<file path="src/rtl/spi_arb_pkg.sv">
// Shared definitions for the SPI bus arbiter: FSM encoding, requester count,
// counter width, parameter defaults and timer load-value helpers.
package spi_arb_pkg;

   localparam int NREQ               = 2;
   localparam int CNT_W              = 16;
   localparam int GAP_CYCLES_DEF     = 8;
   localparam int TIMEOUT_CYCLES_DEF = 65535;

   typedef enum logic [1:0] {
      ST_IDLE  = 2'd0,
      ST_OWNED = 2'd1,
      ST_BUSY  = 2'd2,
      ST_GAP   = 2'd3
   } state_e;

   // cs_n is high for the GAP state plus the one IDLE arbitration cycle, so the
   // GAP state itself runs gap-1 cycles (never fewer than one). The timer
   // expires on its zero count, hence the extra -1.
   function automatic logic [CNT_W-1:0] gap_load(input int gap);
      if (gap <= 2) return '0;
      return CNT_W'(gap - 2);
   endfunction

   // Watchdog counts the spi_start cycle as BUSY cycle 0; expiry is detected in
   // BUSY cycle cycles-1 so the timeout pulse appears cycles clocks after spi_start.
   function automatic logic [CNT_W-1:0] timeout_load(input int cycles);
      if (cycles <= 1) return '0;
      return CNT_W'(cycles - 1);
   endfunction

endpackage

</file>
<file path="src/rtl/spi_arb_timer.sv">
// Shared down-counter for the GAP interval and the BUSY watchdog.
// load_i has priority over dec_i; zero_o flags the terminal count.
module spi_arb_timer
   import spi_arb_pkg::*;
(
   input  logic             clk_i,
   input  logic             rst_ni,
   input  logic             load_i,
   input  logic [CNT_W-1:0] load_val_i,
   input  logic             dec_i,
   output logic             zero_o
);

   logic [CNT_W-1:0] cnt_q;
   logic [CNT_W-1:0] cnt_d;

   // Next count: reload, or step down until the terminal count.
   always_comb begin
      cnt_d = cnt_q;
      if (load_i) begin
         cnt_d = load_val_i;
      end else if (dec_i && (cnt_q != '0)) begin
         cnt_d = cnt_q - CNT_W'(1);
      end
   end

   // Count register.
   always_ff @(posedge clk_i or negedge rst_ni) begin
      if (!rst_ni) cnt_q <= '0;
      else         cnt_q <= cnt_d;
   end

   assign zero_o = (cnt_q == '0);

endmodule

</file>
<file path="src/rtl/spi_bus_arbiter.sv">
// Two-requester arbiter in front of a shared SPI byte engine and SD card chip
// select. Round-robin ownership, optional bus lock across bytes, enforced
// cs_n-high gap between owners and a per-byte watchdog.
//
//   state    | meaning
//   ---------+------------------------------------------------------------
//   ST_IDLE  | no owner, cs_n high, arbitrating pending requests
//   ST_OWNED | owner holds cs_n low, waiting for its start pulse
//   ST_BUSY  | byte in flight on the engine, watchdog running
//   ST_GAP   | ownership released, cs_n held high before re-arbitration
module spi_bus_arbiter
   import spi_arb_pkg::*;
#(
   parameter int GAP_CYCLES     = GAP_CYCLES_DEF,
   parameter int TIMEOUT_CYCLES = TIMEOUT_CYCLES_DEF
)
(
   input  logic            clk_i,
   input  logic            rst_ni,
   input  logic [NREQ-1:0] req_i,
   input  logic [NREQ-1:0] lock_i,
   input  logic [NREQ-1:0] start_i,
   input  logic [7:0]      tx_data0_i,
   input  logic [7:0]      tx_data1_i,
   output logic [NREQ-1:0] gnt_o,
   output logic [NREQ-1:0] done_o,
   output logic [7:0]      rx_data_o,
   output logic            timeout_err_o,
   output logic            spi_start_o,
   output logic [7:0]      spi_data_in_o,
   input  logic            spi_done_i,
   input  logic [7:0]      spi_data_out_i,
   output logic            cs_n_o
);

   localparam logic [CNT_W-1:0] GAP_LD = gap_load(GAP_CYCLES);
   localparam logic [CNT_W-1:0] TO_LD  = timeout_load(TIMEOUT_CYCLES);

   state_e          state_q, state_d;
   logic [NREQ-1:0] gnt_q, gnt_d;
   logic [NREQ-1:0] done_q, done_d;
   logic            owner_q, owner_d;
   logic            prio_q, prio_d;
   logic [7:0]      rx_data_q, rx_data_d;
   logic            timeout_q, timeout_d;
   logic            spi_start_q, spi_start_d;
   logic [7:0]      spi_data_in_q, spi_data_in_d;

   logic            tmr_load;
   logic [CNT_W-1:0] tmr_val;
   logic            tmr_dec;
   logic            tmr_zero;
   logic            win;

   spi_arb_timer u_timer (
      .clk_i      (clk_i),
      .rst_ni     (rst_ni),
      .load_i     (tmr_load),
      .load_val_i (tmr_val),
      .dec_i      (tmr_dec),
      .zero_o     (tmr_zero)
   );

   // Round-robin pick: a lone requester wins, a tie goes to prio_q.
   always_comb begin
      if (req_i == 2'b11) win = prio_q;
      else                win = req_i[1];
   end

   // Next-state and registered-output logic.
   always_comb begin
      state_d       = state_q;
      gnt_d         = gnt_q;
      owner_d       = owner_q;
      prio_d        = prio_q;
      done_d        = '0;
      rx_data_d     = rx_data_q;
      timeout_d     = 1'b0;
      spi_start_d   = 1'b0;
      spi_data_in_d = spi_data_in_q;
      tmr_load      = 1'b0;
      tmr_val       = '0;
      tmr_dec       = 1'b0;
      unique case (state_q)
         ST_IDLE: begin
            if (req_i != '0) begin
               owner_d = win;
               prio_d  = ~win;
               gnt_d   = 2'b01 << win;
               state_d = ST_OWNED;
            end
         end
         ST_OWNED: begin
            if (start_i[owner_q]) begin
               spi_start_d   = 1'b1;
               spi_data_in_d = owner_q ? tx_data1_i : tx_data0_i;
               tmr_load      = 1'b1;
               tmr_val       = TO_LD;
               state_d       = ST_BUSY;
            end else if (!lock_i[owner_q]) begin
               gnt_d    = '0;
               tmr_load = 1'b1;
               tmr_val  = GAP_LD;
               state_d  = ST_GAP;
            end
         end
         ST_BUSY: begin
            // Completion wins over a watchdog expiry in the same cycle.
            if (spi_done_i) begin
               rx_data_d = spi_data_out_i;
               done_d    = 2'b01 << owner_q;
               if (lock_i[owner_q]) begin
                  state_d = ST_OWNED;
               end else begin
                  gnt_d    = '0;
                  tmr_load = 1'b1;
                  tmr_val  = GAP_LD;
                  state_d  = ST_GAP;
               end
            end else if (tmr_zero) begin
               rx_data_d = 8'hFF;
               done_d    = 2'b01 << owner_q;
               timeout_d = 1'b1;
               gnt_d     = '0;
               tmr_load  = 1'b1;
               tmr_val   = GAP_LD;
               state_d   = ST_GAP;
            end else begin
               tmr_dec = 1'b1;
            end
         end
         ST_GAP: begin
            if (tmr_zero) state_d = ST_IDLE;
            else          tmr_dec = 1'b1;
         end
         default: state_d = ST_IDLE;
      endcase
   end

   // State and output registers.
   always_ff @(posedge clk_i or negedge rst_ni) begin
      if (!rst_ni) begin
         state_q       <= ST_IDLE;
         gnt_q         <= '0;
         done_q        <= '0;
         owner_q       <= 1'b0;
         prio_q        <= 1'b0;
         rx_data_q     <= '0;
         timeout_q     <= 1'b0;
         spi_start_q   <= 1'b0;
         spi_data_in_q <= '0;
      end else begin
         state_q       <= state_d;
         gnt_q         <= gnt_d;
         done_q        <= done_d;
         owner_q       <= owner_d;
         prio_q        <= prio_d;
         rx_data_q     <= rx_data_d;
         timeout_q     <= timeout_d;
         spi_start_q   <= spi_start_d;
         spi_data_in_q <= spi_data_in_d;
      end
   end

   assign gnt_o         = gnt_q;
   assign done_o        = done_q;
   assign rx_data_o     = rx_data_q;
   assign timeout_err_o = timeout_q;
   assign spi_start_o   = spi_start_q;
   assign spi_data_in_o = spi_data_in_q;
   assign cs_n_o        = ~|gnt_q;

endmodule

</file>
<file path="config.mk">
export PLATFORM = sky130hd
export DESIGN_NAME = spi_bus_arbiter
export DESIGN_NICKNAME = d
export VERILOG_FILES = /design/src/rtl/spi_arb_pkg.sv /design/src/rtl/spi_arb_timer.sv /design/src/rtl/spi_bus_arbiter.sv
export SDC_FILE = /design/constraint.sdc
export NUM_CORES = 1
export LEC_CHECK = 0
export ABC_AREA = 1
export CORE_MARGIN = 3
export CORE_UTILIZATION = 51
export DETAILED_ROUTE_END_ITERATION = 6
export HOLD_SLACK_MARGIN = 0.15
export PLACE_DENSITY = 0.8
export SYNTH_ARGS = -nofsm -noshare
export SYNTH_HDL_FRONTEND = slang
export SYNTH_SLANG_ARGS = --single-unit
export TNS_END_PERCENT = 5
</file>
<file path="constraint.sdc">
create_clock -name clk_i -period 2.1 [get_ports clk_i]
set_input_delay 0.21 -clock clk_i [delete_from_list [all_inputs] [get_ports clk_i]]
set_output_delay 0.21 -clock clk_i [all_outputs]
set_load 0.1 [all_outputs]
</file>
==> After elaboration in Yosys (flattened, before gate mapping) <==
Cells that the tools add are included.
{ "op_classes": {"n_addsub": 1, "n_lt_le_gt_ge": 1, "n_eq_ne": 9, "n_shift": 2, "n_mux": 43, "n_bitwise": 1, "reduce_logical": 15} }
{ "op_table": {"columns": ["op", "count"], "rows": [
  ["16-bit two-way mux", 4],
  ["16-bit case mux with 2 select lines", 1],
  ["2-bit two-way mux", 14],
  ["8-bit two-way mux", 3],
  ["16-bit logical NOT", 1],
  ["16-bit nonzero test", 1],
  ["16-bit by 1-bit subtractor with 16-bit output, second input constant", 1],
  ["1-bit two-way mux", 15],
  ["2-bit case mux with 4 select lines", 1],
  ["4-bit AND reduction", 2],
  ["2-bit == test, second input constant", 3],
  ["3-bit two-way mux", 2],
  ["2-bit != test, second input constant", 3],
  ["3-bit != test, second input constant", 2],
  ["2-bit case mux with 3 select lines", 1],
  ["2-bit AND reduction", 3],
  ["2-bit nonzero test", 3],
  ["1-bit case mux with 2 select lines", 2],
  ["1-bit by 1-bit << shifter with 2-bit output, first input constant", 2],
  ["3-bit nonzero test", 1],
  ["2-bit by 1-bit == test with 1-bit output, second input constant", 1],
  ["2-bit logical NOT", 1],
  ["1-bit by 2-bit less-than comparator with 1-bit output, second input constant", 1],
  ["2-bit OR reduction", 1],
  ["3 further kinds", 3]
]} }
{ "word_totals": {"ff_bits": 42, "input_bits": 33, "elab_cells": 82} }

==> Longest topological paths before layout <==
{ "logic_depth": {"word_depth": 7, "ltp_mapped": 12} }

==> Modules after synthesis <==
From an unflattened synthesis, not the netlist that was laid out.
{ "hier_totals": {"cells_unflattened": 338, "hier_area_um2": 2598.7} }
{ "modules_own_cells": {"columns": ["module", "n_inst", "cells_per_inst", "area_each_um2", "seq_area_each_um2"], "rows": [
  ["spi_bus_arbiter", 1, 155, 1343.8, 650.6],
  ["spi_arb_timer", 1, 183, 1255.0, 400.4]
]} }

==> Least setup slack after synthesis <==
Ideal clock, no wire load.
{ "synth_path": {"kind": "flip-flop to output port", "start": "register gnt_q[1] (netlist: gnt_o[1])", "end": "output cs_n_o", "arrival_ns": 2.174, "t_required_ns": 1.890, "slack_ns": -0.284, "path_stages_with_launch": 2, "path_buffers": 0, "path_cell_list": "dfrtp_1 -> nor2_1"} }
{ "synth_via": {"elab_chain_cells": 2} }
{ "synth_lines": {"columns": ["item", "line_no", "rtl"], "rows": [
  ["from (decl)", "spi_bus_arbiter.sv:40", "logic [NREQ-1:0] gnt_q, gnt_d;"],
  ["from (signal assigned)", "spi_bus_arbiter.sv:154", "gnt_q <= gnt_d;"],
  ["2-bit OR reduction", "spi_bus_arbiter.sv:171", "assign cs_n_o = ~|gnt_q;"],
  ["1-bit logical NOT", "spi_bus_arbiter.sv:171", null],
  ["to (decl)", "spi_bus_arbiter.sv:33", "output logic cs_n_o"]
]} }
Every way passes these cells.

==> Final worst setup path <==
{ "layout_path": {"start": "register state_q[0]", "end": "register u_timer.cnt_q[4]"} }
{ "layout_via": {"elab_chain_cells": 4, "elab_cells_between_ends": 9} }
{ "layout_lines": {"columns": ["item", "line_no", "rtl"], "rows": [
  ["from (decl)", "spi_bus_arbiter.sv:39", "state_e state_q, state_d;"],
  ["from (signal assigned)", "spi_bus_arbiter.sv:153", "state_q <= state_d;"],
  ["2-bit == test", "spi_bus_arbiter.sv:84", "unique case (state_q)"],
  ["1-bit case mux with 2 select lines", "spi_bus_arbiter.sv:84", null],
  ["1-bit logical AND", "spi_arb_timer.sv:22", "end else if (dec_i && (cnt_q != '0)) begin"],
  ["2-bit nonzero test (no source line)", null, null],
  ["to (signal assigned)", "spi_arb_timer.sv:30", "else cnt_q <= cnt_d;"],
  ["to (decl)", "spi_arb_timer.sv:14", "logic [CNT_W-1:0] cnt_q;"]
]} }
Several ways; a longest one is shown, not always the timed one.
A chain may end at the register's enable or synchronous reset.

==> results.ini <==
[finish]
final_common_cell = nand2_1
final_nets = 443
antenna_cells = 0
area_growth_pct = 25.5
design_area_mm2 = 0.00324
nFillCells = 428
final_cell_count_no_fill = 470
layout_common_cells = nand2_1 (92), dfrtp_1 (42), nand3_1 (41)
drive_gt1_frac = 0.156

[grt]
overflow = 0
grt_pass1_vias = 2358
grt_use_total = 0.213
antenna_found_initial = 0
grt_max_degree = 31
grt_first_pass_wirelength_um = 10300

[sta]
fin_crit_sh = 0.877
final.setup.tns_ns = 0
slew_headroom = 0.673
fmax_ghz = 0.543
worst_pin_slew_ns = 0.489
setup_viol = 0
worst_slack_ns = 0.258
rsz0062_at_grt = no
period_needed_ns = 1.84
final_hold_viol_count = 0
final_max_slew_viol_count = 0
fin_skew_ns = 0.00365

[synth]
synth-seq-area-share = 0.407
synth_warnings = 0
synthCells = 343
synth_top_area_share = 0.407
ys_top_cells_by_area = dfrtp_1 (41%), nand2_1 (13%), nand3_1 (8.0%)
synth_nets = 384
yosys.cell_types.count = 32
synth_top_cell_by_area = dfrtp_1
synth.avg_cell_area_um2 = 7.52
ys_seq_elements = 42
syn_area_mm2 = 0.00258

[route]
top_layer_used = met4
drt_iter0_drc = 119
drt-met1-wl_um = 2480
finalWirelength_um = 5900
wl_per_cell_um = 12.5
wl_met2_um = 2950
postRouteAntennaNets = 0
wl_met3_um = 354
vias = 2369
dr.pass1.iters = 4
viasPerCell = 5.04
drcViolationCount = 0

[cts]
post_cts_buffers = 0
numCtsBuffers = 5
clock_sinks = 42
tritoncts = done
cts_root_buffer = clkbuf_8
clk_latency_ns = 0.29
path_clk_slew_ns = 0.08
htreeDepth = 2
clk_path_buf_depth = 2

[worst_setup_path]
cpMaxStageDelayCell = dfrtp_1
cp_top_family = simple AND/OR/NAND/NOR gates
arrival_ns = 1.99
crit_chain = inv_1 > ha_1 > a21boi_1 > nand2_1 > nand2_1 > nand2_4 > nand3_1 > nand3_1
cp_max_fo = 30
crit_path_end_kind = flop
cp_data_required_time_ns = 2.25
cp_num_buf_inv = 1
critical_path.max_stage_delay_ns = 0.43
crit_type = reg2reg
start_kind = flop

[placed_design]
gp_congestion = 0.817
hpwl_um = 4540
io_buffers = 55
place_inst = 461
dpl_cell_area_mm2 = 0.00311
place_ws_ns = 0.111

[job]
drv_cap = 0

[die]
pin_count = 56
core_mm2 = 0.00482
rows = 25
dieArea_mm2 = 0.00595
floorplan.initialDensity = 0.536
die_w_um = 77.1
die_h_um = 77.1

[outcome]
outcome = finished, final reports clean

[min_path]
hp-class = in2async

[cell usage after synthesis]
cell type	count
dfrtp_1	42
nor3_1	3
nor2_2	4
nand2_1	92
a21boi_1	1
nand4_1	3
a211oi_1	1
a21oi_1	15
nand2_4	3
o21bai_1	1
o21ai_1	4
nand3_1	41
o211ai_1	1
nand3_2	1
inv_2	6
buf_2	1
a31oi_1	8
xor2_1	2
buf_4	3
nand4_2	1
clkinv_4	1
o21ai_0	2
buf_6	5
nor2_4	4
xnor2_1	4
nand2_2	5
inv_1	34
nor2_1	38
clkbuf_1	1
nand3b_1	3
a21boi_0	5
ha_1	8
[per-layer routing]
layer / GRT usage / vias to the layer above
met5: 0 / -
met4: 0.0587 / 0
li1: - / 1213
met2: 0.384 / 61
met1: 0.249 / 1085
met3: 0.0528 / 10
[state kept, by name (all words and copies together) (netlist names)]
name	cells
timeout_err_o	1
spi_data_in_o	8
state_q	2
prio_q	1
spi_start_o	1
done_o	2
u_timer.cnt_q	16
owner_q	1
gnt_o	2
rx_data_o	8
[area by class of cell]
class,instances,area (µm²),share of cell area
Inverter,41,159,0.0491
Clock inverter,2,37.5,0.0116
Sequential cell,42,1050,0.325
Clock buffer,6,72.6,0.0224
Timing Repair Buffer,62,543,0.168
Multi-Input combinational cell,250,1290,0.399
Tap cell,67,83.8,0.0259
[timing repair]
item                       CTS  global route
hold buffers                 1             0
setup endpoints to repair    0            14
hold endpoints to repair    19             0
resized for setup            0             1
[worst paths after layout]
kind | startpoint | endpoint | slack (ns) | depth (start not counted)
max in group asynchronous | rst_ni | u_timer.cnt_q[4] | 1.14 | 3
hold / removal | rst_ni | u_timer.cnt_q[9] | 0.40 | 2
min in group clk_i | tx_data0_i[7] | spi_data_in_o[7] | 0.47 | 3
hold reg to reg | u_timer.cnt_q[0] | u_timer.cnt_q[0] | 0.52 | 2
setup reg to reg | state_q[0] | u_timer.cnt_q[4] | 0.26 | 8
setup / recovery | state_q[0] | u_timer.cnt_q[4] | 0.26 | 8
[cells by family (layout without fill, tap and decap cells)]
logic type,count (synthesis),count (layout),synth area share
fa+ha+maj,8,8,0.0388
xor+xnor,6,6,0.0204
buf+inv,51,111,0.0955
simple gates,198,198,0.352
compound gates,38,38,0.0863
flops,42,42,0.407
[stage by stage]
stage	hold WS (ns)	utilization
after floorplan	-0.0856	-
after global placement	0.190	0.646
after detailed placement	0.193	0.646
after CTS	0.407	0.671
after global routing	0.441	0.672
final	0.398	0.672
Power is not shown: default switching activity piles up to over one toggle a cycle in this logic, so the estimate is an artifact.
